--- src/rtl/shared_adder_sched_pkg.sv ---
// Shared types and elaboration helpers for the time-multiplexed adder scheduler.
package shared_adder_pkg;

    typedef enum logic [1:0] {
        IDLE,
        COMPUTE,
        RESP
    } sched_state_e;

    localparam int unsigned DefNumReq = 4;

    // Requester id at the default requester count
    typedef logic [$clog2(DefNumReq)-1:0] req_id_t;

    // Number of adder slices needed to cover a W-bit operand
    function automatic int unsigned num_slices(int unsigned w, int unsigned slice_w);
        return w / slice_w;
    endfunction

    // Width of an index over n items; never narrower than one bit
    function automatic int unsigned idx_width(int unsigned n);
        return (n > 1) ? $clog2(n) : 1;
    endfunction

endpackage

--- src/rtl/shared_adder_sched_if.sv ---
// Request/response bundle between the wide-arithmetic clients and the scheduler.
interface shared_adder_sched_if #(
    parameter int unsigned NUM_REQ = 4,
    parameter int unsigned W       = 128
) ();
    import shared_adder_pkg::*;

    localparam int unsigned IdW = idx_width(NUM_REQ);

    logic [NUM_REQ-1:0]   req_valid;
    logic [NUM_REQ-1:0]   req_ready;
    logic [NUM_REQ*W-1:0] req_a;
    logic [NUM_REQ*W-1:0] req_b;
    logic                 rsp_valid;
    logic                 rsp_ready;
    logic [IdW-1:0]       rsp_id;
    logic [W-1:0]         rsp_sum;
    logic                 rsp_cout;
    logic                 busy;

    // Client side
    modport master (
        output req_valid, req_a, req_b, rsp_ready,
        input  req_ready, rsp_valid, rsp_id, rsp_sum, rsp_cout, busy
    );

    // Scheduler side
    modport slave (
        input  req_valid, req_a, req_b, rsp_ready,
        output req_ready, rsp_valid, rsp_id, rsp_sum, rsp_cout, busy
    );

endinterface

--- src/rtl/shared_adder_sched_rr_arbiter.sv ---
// Combinational round-robin arbiter: searches upward from last_gnt+1 with wrap.
module rr_arbiter
    import shared_adder_pkg::*;
#(
    parameter int unsigned N = 4,
    localparam int unsigned IdW = idx_width(N)
) (
    input  logic [N-1:0]   req,
    input  logic [IdW-1:0] last_gnt,
    input  logic           enable,
    output logic [N-1:0]   gnt,
    output logic [IdW-1:0] gnt_id
);

    logic w_found;

    // First requester at increasing distance from the last grant wins
    always_comb begin
        gnt     = '0;
        gnt_id  = '0;
        w_found = 1'b0;
        for (int unsigned off = 1; off <= N; off++) begin
            for (int unsigned i = 0; i < N; i++) begin
                if (enable && !w_found && req[i] &&
                    (i == ((32'(last_gnt) + off) % N))) begin
                    w_found = 1'b1;
                    gnt[i]  = 1'b1;
                    gnt_id  = IdW'(i);
                end
            end
        end
    end

endmodule

--- src/rtl/shared_adder_sched.sv ---
// Time-multiplexes one SLICE_W-bit adder slice among NUM_REQ requesters of W-bit adds.
module shared_adder_sched
    import shared_adder_pkg::*;
#(
    parameter int unsigned NUM_REQ = 4,
    parameter int unsigned W       = 128,
    parameter int unsigned SLICE_W = 32
) (
    input  logic                 clk,
    input  logic                 rst_n,
    shared_adder_sched_if.slave  bus
);

    localparam int unsigned NSLICE = num_slices(W, SLICE_W);
    localparam int unsigned IdW    = idx_width(NUM_REQ);
    localparam int unsigned KW     = idx_width(NSLICE);

    if (W % SLICE_W != 0) begin : g_bad_slice
        $fatal(1, "shared_adder_sched: W must be a multiple of SLICE_W");
    end
    if (NUM_REQ < 2 || NUM_REQ > 8) begin : g_bad_num_req
        $fatal(1, "shared_adder_sched: NUM_REQ must be in 2..8");
    end

    sched_state_e   r_state, w_state_d;
    logic [IdW-1:0] r_last_gnt, w_last_gnt_d;
    logic [IdW-1:0] r_id, w_id_d;
    logic [KW-1:0]  r_k, w_k_d;
    logic           r_carry, w_carry_d;
    logic           r_cout, w_cout_d;
    logic [W-1:0]   r_op_a, w_op_a_d;
    logic [W-1:0]   r_op_b, w_op_b_d;
    logic [W-1:0]   r_sum, w_sum_d;

    logic [NUM_REQ-1:0] w_gnt;
    logic [IdW-1:0]     w_gnt_id;
    logic               w_arb_en;
    logic [W-1:0]       w_sel_a, w_sel_b;
    logic [SLICE_W:0]   w_slice;

    // Grants only in IDLE and never while reset is asserted
    assign w_arb_en = rst_n && (r_state == IDLE);

    rr_arbiter #(
        .N (NUM_REQ)
    ) u_arb (
        .req      (bus.req_valid),
        .last_gnt (r_last_gnt),
        .enable   (w_arb_en),
        .gnt      (w_gnt),
        .gnt_id   (w_gnt_id)
    );

    // Operand mux driven by the one-hot grant
    always_comb begin
        w_sel_a = '0;
        w_sel_b = '0;
        for (int unsigned i = 0; i < NUM_REQ; i++) begin
            if (w_gnt[i]) begin
                w_sel_a = bus.req_a[i*W +: W];
                w_sel_b = bus.req_b[i*W +: W];
            end
        end
    end

    // Operands shift right each slice, so the active slice is always the low bits
    assign w_slice = {1'b0, r_op_a[SLICE_W-1:0]} + {1'b0, r_op_b[SLICE_W-1:0]}
                   + {{SLICE_W{1'b0}}, r_carry};

    // Next-state and datapath update
    always_comb begin
        w_state_d    = r_state;
        w_last_gnt_d = r_last_gnt;
        w_id_d       = r_id;
        w_k_d        = r_k;
        w_carry_d    = r_carry;
        w_cout_d     = r_cout;
        w_op_a_d     = r_op_a;
        w_op_b_d     = r_op_b;
        w_sum_d      = r_sum;
        unique case (r_state)
            IDLE: begin
                if (|w_gnt) begin
                    w_state_d    = COMPUTE;
                    w_op_a_d     = w_sel_a;
                    w_op_b_d     = w_sel_b;
                    w_id_d       = w_gnt_id;
                    w_last_gnt_d = w_gnt_id;
                    w_k_d        = '0;
                    w_carry_d    = 1'b0;
                end
            end
            COMPUTE: begin
                // New slice enters at the top; after NSLICE shifts the sum is aligned
                w_sum_d   = W'({w_slice[SLICE_W-1:0], r_sum} >> SLICE_W);
                w_op_a_d  = r_op_a >> SLICE_W;
                w_op_b_d  = r_op_b >> SLICE_W;
                w_carry_d = w_slice[SLICE_W];
                w_k_d     = r_k + KW'(1);
                if (r_k == KW'(NSLICE - 1)) begin
                    w_state_d = RESP;
                    w_cout_d  = w_slice[SLICE_W];
                end
            end
            RESP: begin
                if (bus.rsp_ready) begin
                    w_state_d = IDLE;
                end
            end
            default: w_state_d = IDLE;
        endcase
    end

    // State and datapath registers with synchronous reset
    always_ff @(posedge clk) begin
        if (!rst_n) begin
            r_state    <= IDLE;
            r_last_gnt <= IdW'(NUM_REQ - 1);
            r_id       <= '0;
            r_k        <= '0;
            r_carry    <= 1'b0;
            r_cout     <= 1'b0;
            r_op_a     <= '0;
            r_op_b     <= '0;
            r_sum      <= '0;
        end else begin
            r_state    <= w_state_d;
            r_last_gnt <= w_last_gnt_d;
            r_id       <= w_id_d;
            r_k        <= w_k_d;
            r_carry    <= w_carry_d;
            r_cout     <= w_cout_d;
            r_op_a     <= w_op_a_d;
            r_op_b     <= w_op_b_d;
            r_sum      <= w_sum_d;
        end
    end

    assign bus.req_ready = w_gnt;
    assign bus.rsp_valid = (r_state == RESP);
    assign bus.rsp_id    = r_id;
    assign bus.rsp_sum   = r_sum;
    assign bus.rsp_cout  = r_cout;
    assign bus.busy      = (r_state != IDLE);

endmodule

--- src/flat_wrapper.sv ---
// flat-port wrapper written by rule: the top's interface ports become plain ports
module shared_adder_sched_flat import shared_adder_pkg::*;
#(
    parameter int unsigned NUM_REQ = 4,
    parameter int unsigned W       = 128,
    parameter int unsigned SLICE_W = 32
)
  (clk, rst_n, bus_req_valid, bus_req_a, bus_req_b, bus_rsp_ready, bus_req_ready, bus_rsp_valid, bus_rsp_id, bus_rsp_sum, bus_rsp_cout, bus_busy);
  shared_adder_sched_if #(.NUM_REQ(NUM_REQ), .W(W)) bus_i ();
  input  logic clk;
  input  logic rst_n;
  input wire logic [$bits(bus_i.req_valid)-1:0] bus_req_valid;
  input wire logic [$bits(bus_i.req_a)-1:0] bus_req_a;
  input wire logic [$bits(bus_i.req_b)-1:0] bus_req_b;
  input wire logic [$bits(bus_i.rsp_ready)-1:0] bus_rsp_ready;
  output wire logic [$bits(bus_i.req_ready)-1:0] bus_req_ready;
  output wire logic [$bits(bus_i.rsp_valid)-1:0] bus_rsp_valid;
  output wire logic [$bits(bus_i.rsp_id)-1:0] bus_rsp_id;
  output wire logic [$bits(bus_i.rsp_sum)-1:0] bus_rsp_sum;
  output wire logic [$bits(bus_i.rsp_cout)-1:0] bus_rsp_cout;
  output wire logic [$bits(bus_i.busy)-1:0] bus_busy;
  assign bus_i.req_valid = bus_req_valid;
  assign bus_i.req_a = bus_req_a;
  assign bus_i.req_b = bus_req_b;
  assign bus_i.rsp_ready = bus_rsp_ready;
  assign bus_req_ready = bus_i.req_ready;
  assign bus_rsp_valid = bus_i.rsp_valid;
  assign bus_rsp_id = bus_i.rsp_id;
  assign bus_rsp_sum = bus_i.rsp_sum;
  assign bus_rsp_cout = bus_i.rsp_cout;
  assign bus_busy = bus_i.busy;
  shared_adder_sched #(.NUM_REQ(NUM_REQ), .W(W), .SLICE_W(SLICE_W)) u_core (.clk(clk), .rst_n(rst_n), .bus(bus_i));
endmodule
--- config.mk ---
export PLATFORM = sky130hd
export DESIGN_NAME = shared_adder_sched_flat
export DESIGN_NICKNAME = d
export VERILOG_FILES = /design/src/rtl/shared_adder_sched_pkg.sv /design/src/rtl/shared_adder_sched_if.sv /design/src/rtl/shared_adder_sched_rr_arbiter.sv /design/src/rtl/shared_adder_sched.sv /design/src/flat_wrapper.sv
export SDC_FILE = /design/constraint.sdc
export NUM_CORES = 1
export LEC_CHECK = 0
export CORE_AREA = 2 2 461 463
export DETAILED_ROUTE_END_ITERATION = 7
export DIE_AREA = 0 0 463 465
export SKIP_LAST_GASP = 1
export SLEW_MARGIN = 10
export SYNTH_ARGS = -nofsm -noshare
export SYNTH_HDL_FRONTEND = slang
export SYNTH_SLANG_ARGS = --single-unit
--- constraint.sdc ---
create_clock -name clk -period 3 [get_ports clk]
set_input_delay 0.6 -clock clk [delete_from_list [all_inputs] [get_ports clk]]
set_output_delay 0.6 -clock clk [all_outputs]
set_load 0.02 [all_outputs]
Word-level counts from Yosys, hierarchy flattened
Index checks and enable logic that the tools add are counted.
{"block": "totals", "reg_bits": 394, "in_bits": 1031, "word_cells": 174}
{"block": "classes", "add_sub_neg": 7, "n_eq_ne": 18, "n_mux": 65, "n_reduce_logical": 75}
{"cell": "128-bit two-way mux", "n": 10}
{"cell": "128-bit one-hot mux with 2 select lines", "n": 2}
{"cell": "32-bit zero test", "n": 4}
{"cell": "1-bit logical AND", "n": 48}
{"cell": "2-bit two-way mux", "n": 18}
{"cell": "32-bit by 32-bit adder with 33-bit output", "n": 1}
{"cell": "33-bit by 1-bit adder with 33-bit output", "n": 1}
{"cell": "1-bit two-way mux", "n": 32}
{"cell": "2-bit equality test (first input constant)", "n": 8}
{"cell": "1-bit zero test", "n": 15}
{"cell": "1-bit by 2-bit equality test with 1-bit output (first input constant)", "n": 4}
{"cell": "2-bit by 1-bit adder with 2-bit output (second input constant)", "n": 3}
{"cell": "2-bit one-hot mux with 3 select lines", "n": 1}
{"cell": "2-bit AND reduction", "n": 3}
{"cell": "2-bit adder (second input constant)", "n": 2}
{"cell": "2-bit equality test (second input constant)", "n": 2}
{"cell": "2-bit != test (second input constant)", "n": 2}
{"cell": "2-bit one-hot mux with 2 select lines", "n": 1}
{"cell": "2-bit nonzero test", "n": 2}
{"cell": "4-bit OR reduction", "n": 1}
{"cell": "3-bit AND reduction", "n": 1}
{"cell": "2-bit by 1-bit equality test with 1-bit output (second input constant)", "n": 1}
{"cell": "2-bit zero test", "n": 1}
{"cell": "2-bit by 1-bit != test with 1-bit output (second input constant)", "n": 1}
{"cell": "1-bit one-hot mux with 2 select lines", "n": 1}

Depth between registers and ports, before layout
{"block": "logic_depth", "ltp_word": 83, "mapped_depth": 12, "mapped_depth_nobuf": 12}

Cells and area by module
From an unflattened synthesis, not the netlist that was laid out.
{"block": "unflattened", "hier_cells": 3519, "hier_area_um2": 23661.4}
{"mod": "shared_adder_sched", "n_inst": 1, "cells_each": 3488, "area_per_inst_um2": 23451.2, "seq_area_each_um2": 7887.6}
{"mod": "rr_arbiter", "n_inst": 1, "cells_each": 31, "area_per_inst_um2": 210.2, "seq_area_each_um2": 0.0}

Least setup slack after synthesis
Ideal clock, no wire load.
{"block": "synth_timing", "path_type": "reg-to-reg", "from": "reg u_core.r_op_b[0]", "to": "reg u_core.r_cout, in the netlist u_core.bus.rsp_cout", "setup_time_ps": 140, "arrival_time_ps": 2639, "t_required_ps": 2860, "slack_ps": 220, "path_stages_with_launch": 13, "path_buffers": 0, "period_less_slack_ps": 2780, "cell_sequence": "dfxtp_1 inv_1 fa_1 inv_1 fa_1 a211oi_1 o21ai_1 a221oi_2 a21oi_1 o2111ai_1 a21boi_0 o41ai_1 a211oi_1"}
{"block": "synth_between", "elab_chain_cells": 2}
{"item": "start: declaration", "line_no": "shared_adder_sched.sv:32", "text": "logic [W-1:0] r_op_b, w_op_b_d;"}
{"item": "start signal: assignment", "line_no": "shared_adder_sched.sv:134", "text": "r_op_b <= w_op_b_d;"}
{"item": "32-bit by 32-bit adder with 33-bit output", "line_no": "shared_adder_sched.sv:67", "text": "assign w_slice = {1'b0, r_op_a[SLICE_W-1:0]} + {1'b0, r_op_b[SLICE_W-1:0]}"}
{"item": "33-bit by 1-bit adder with 33-bit output", "line_no": "shared_adder_sched.sv:68", "text": "+ {{SLICE_W{1'b0}}, r_carry};"}
{"item": "end signal: assignment", "line_no": "shared_adder_sched.sv:132", "text": "r_cout <= w_cout_d;"}
{"item": "end: declaration", "line_no": "shared_adder_sched.sv:30", "text": "logic r_cout, w_cout_d;"}
Every way passes these cells.
A chain may end at the register's enable or synchronous reset.

Final worst setup path
{"block": "layout_timing", "from": "reg u_core.r_state[1]", "to": "reg u_core.r_op_a[95]"}
{"block": "layout_between", "elab_chain_cells": 83}
{"item": "start: declaration", "line_no": "shared_adder_sched.sv:25", "text": "sched_state_e r_state, w_state_d;"}
{"item": "start signal: assignment", "line_no": "shared_adder_sched.sv:127", "text": "r_state <= w_state_d;"}
{"item": "2-bit zero test", "line_no": "shared_adder_sched.sv:42, shared_adder_sched.sv:81"}
{"item": "1-bit logical AND", "line_no": "shared_adder_sched.sv:42", "text": "assign w_arb_en = rst_n && (r_state == IDLE);"}
{"item": "1-bit logical AND (2 in a row)", "line_no": "shared_adder_sched_rr_arbiter.sv:24", "text": "if (enable && !w_found && req[i] &&"}
{"item": "1-bit two-way mux", "line_no": "shared_adder_sched_rr_arbiter.sv:24"}
{"item": "1-bit zero test", "line_no": "shared_adder_sched_rr_arbiter.sv:24"}
{"item": "1-bit logical AND (3 in a row)", "line_no": "shared_adder_sched_rr_arbiter.sv:24"}
{"item": "1-bit two-way mux", "line_no": "shared_adder_sched_rr_arbiter.sv:24"}
{"item": "1-bit zero test", "line_no": "shared_adder_sched_rr_arbiter.sv:24"}
{"item": "(+60 left out)"}
{"item": "1-bit logical AND (3 in a row)", "line_no": "shared_adder_sched_rr_arbiter.sv:24"}
{"item": "1-bit two-way mux", "line_no": "shared_adder_sched_rr_arbiter.sv:24"}
{"item": "1-bit zero test", "line_no": "shared_adder_sched_rr_arbiter.sv:24"}
{"item": "1-bit logical AND (3 in a row)", "line_no": "shared_adder_sched_rr_arbiter.sv:24"}
{"item": "1-bit two-way mux", "line_no": "shared_adder_sched_rr_arbiter.sv:24"}
{"item": "4-bit OR reduction or 128-bit two-way mux (tied branches)", "line_no": "shared_adder_sched.sv:83, shared_adder_sched.sv:59"}
{"item": "2-bit != test (no line) or 128-bit two-way mux (tied branches)"}
{"item": "2-bit AND reduction (no line) or 128-bit one-hot mux with 2 select lines (tied branches)"}
{"item": "end signal: assignment", "line_no": "shared_adder_sched.sv:133", "text": "r_op_a <= w_op_a_d;"}
{"item": "end: declaration", "line_no": "shared_adder_sched.sv:31", "text": "logic [W-1:0] r_op_a, w_op_a_d;"}
Parallel ways exist; a longest one is shown, timed or not. The select of a mux whose other input is x is not followed.

==> out/qor.csv <==
metric,value,unit
path_class,register to register,
worstSetupEndpointType,register,
grt_pass1_wl,276000,µm
numCtsBuffers,52,
yosys_most_used_dff,dfxtp_1,
clk-insertion-delay-late,0.69,ns
setup_viol,0,
num_rows,169,
cts-root-buf,clkbuf_16,
critPathLaunchType,register,
route.vias.total,29000,
drt_iter0_markers,4019,
fin_ws,0.0782,ns
grt_usage,19.5,%
clock_skew,0.0326,ns
clk_pin_slew,0.08,ns
synth_area,0.0199,mm²
yosys_register_bits,394,
port_buffers,1167,
syn_nets,3574,
synth.top_cell.area_share,39.5,%
critical_path_required,3.51,ns
nets,4756,
syn2layout_area_growth,92.7,%
period_share,97.4,%
hold_path.class,register to register,
drive_gt1_share,9.40,%
final_area,0.0384,mm²
max_cap_viol_count,0,
relSlewSlack,18.0,%
cts_sinks,394,
viasPerCell,4.36,
dp_hpwl,190000,µm
placed_area,0.0362,mm²
core_area,0.211,mm²
die_h,465,µm
drc,0,
antenna_found_initial,300,
final_cell_mix,"1162 x clkdlybuf4s50_1, 546 x nand2_1, 391 x dfxtp_1, 246 x a31oi_1, 198 x o21ai_0",
die_x,463,µm
avgSynthCellArea,7.95,µm²
status,"finished, final reports clean",
synth_seq_area_share,39.5,%
post-place-ws,-0.825,ns
final_common_cell,clkdlybuf4s50_1,
finalHoldViolations,0,
whs,0.453,ns
drt_pass1_iterations,8,
cellPowerDensity,559,mW/mm²
period_needed,2.92,ns
multi_input_area,0.0111,mm²
p_leak,12.5,nW
synth_cells,2509,
seq_area,0.00789,mm²
grt-ovfl-total,0,
start_util,9.46,%
slew_violations,0,
synth_top_cell_by_area,dfxtp_1,
worstPathArrival,3.43,ns
synth.area.top_cells,"dfxtp_1 40%, nand2_1 10%, a221oi_1 7.9%, a31oi_1 7.7%, a22oi_1 6.7%",
cts_max_level,2,
cts_tree,done,
grt_max_degree,177,
synth_cell_types,59,
antenna_left,0,
yosys_warnings,0,
ioPinCount,1168,
tightestPinTransition,1.23,ns
totalWireLength,221000,µm
gp_congestion,0.995,
peakVddDrop,0.376,mV
synthArstFlopShare,0,%
n_fill_cell,23600,
cts_hold_buffers,0,
die_area,0.215,mm²
wl_per_cell,33.3,µm
fmax,0.342,GHz
synth_edf_count,0,
grt_pass1_vias,26700,
critPathMaxFanout,24,
clockBufferDepth,3,
==> metal layers <==
layer / share of wire, % / global-route usage (%) / vias to the layer above
li1: - / - / 12200
met1: 37 / 21.6 / 13700
met2: 42 / 29.1 / 2267
met3: 16 / 12.5 / 660
met4: 4.7 / 8.41 / 254
met5: 0.72 / 0 / -
==> synthesized netlist by cell type (4+ instances only) <==
master / n
a211oi_1: 13
a21o_1: 13
a21oi_1: 154
a221oi_1: 179
a222oi_1: 78
a22oi_1: 178
a31oi_1: 247
and2_1: 4
and3_1: 6
buf_1: 13
buf_2: 20
buf_6: 4
clkbuf_1: 225
dfxtp_1: 394
ha_1: 32
inv_1: 13
nand2_1: 547
nand2b_1: 6
nand3_1: 22
nor2_1: 44
nor2b_1: 4
nor3_1: 12
o211ai_1: 5
o21a_1: 11
o21ai_0: 199
o221ai_1: 16
or3_1: 8
xnor2_1: 11
xor2_1: 5
==> critical path, cell delays in order (launching register included) <==
cell and delay, ns:
dfxtp_1 0.41, or2_2 0.16, nor2_1 0.04, buf_4 0.15, o211ai_1 0.15, nor2_4 0.08, buf_12 0.14, buf_12 0.14
buf_4 0.23, a221oi_1 1.03, a31oi_1 0.15
==> report_power, final <==
part	internal [mW]	switching, mW
registers	6.03	1.06
logic	3.39	4.18
clock network	3.88	2.96
total	13.3	8.19
==> path summary, 6_finish.rpt <==
kind | endpoint | depth (start not counted) | from | slack, ns
min | u_core.bus.rsp_sum[18] | 2 | u_core.bus.rsp_sum[18] | 0.45
min reg2reg | u_core.bus.rsp_sum[18] | 2 | u_core.bus.rsp_sum[18] | 0.45
max | u_core.r_op_a[95] | 10 | u_core.r_state[1] | 0.08
max reg2reg | u_core.r_op_a[95] | 10 | u_core.r_state[1] | 0.08
==> state kept, by name, summed over array words and instances (netlist names) <==
signal,cells
u_core.r_last_gnt,2
u_core.r_k,2
u_core.bus.rsp_cout,1
u_core.r_op_b,128
u_core.bus.rsp_id,2
u_core.r_state,2
u_core.r_op_a,128
u_core.r_carry,1
u_core.bus.rsp_sum,128
==> through the flow <==
step	TNS, ns	power [mW]	utilization, %	instances
3_5_place_dp	-18.87	14.6	17.2	6449
5_1_grt	-0.00707	22.3	18.2	6587
4_1_cts	-0.258	21.6	18.1	6549
3_3_place_gp	-15.70	14.5	17.2	6449
6_report	0	21.5	18.2	6650
2_1_floorplan	0	9.76	-	2509
==> repair_timing <==
item | 4_1_cts | 5_1_grt
pin swaps | 8 | 10
setup endpoints to repair | 11 | 15
cloned | 1 | 1
setup buffers | 1 | 7
resized for setup | 14 | 13
==> cell type report <==
type / instances / area share, %
inverters: 13 / 0.140
clock buffers: 65 / 3.64
well taps: 2821 / 9.18
flip-flops and latches: 394 / 20.5
diodes: 94 / 0.612
repair buffers: 1390 / 36.0
clock inverters: 33 / 1.08
multi-input cells: 1840 / 28.8
==> logic make-up after synthesis <==
kind of cell	after synthesis	share of synthesized area (%)
XOR/XNOR	16	0.702
AO/OA/AOI/OAI	1118	38.4
buffers and inverters	275	5.45
multiplexers	2	0.100
adder cells (fa/ha/maj)	34	2.21
flip-flops	394	39.5
AND/OR/NAND/NOR	670	13.6
Power figures use the tool's default switching activity.
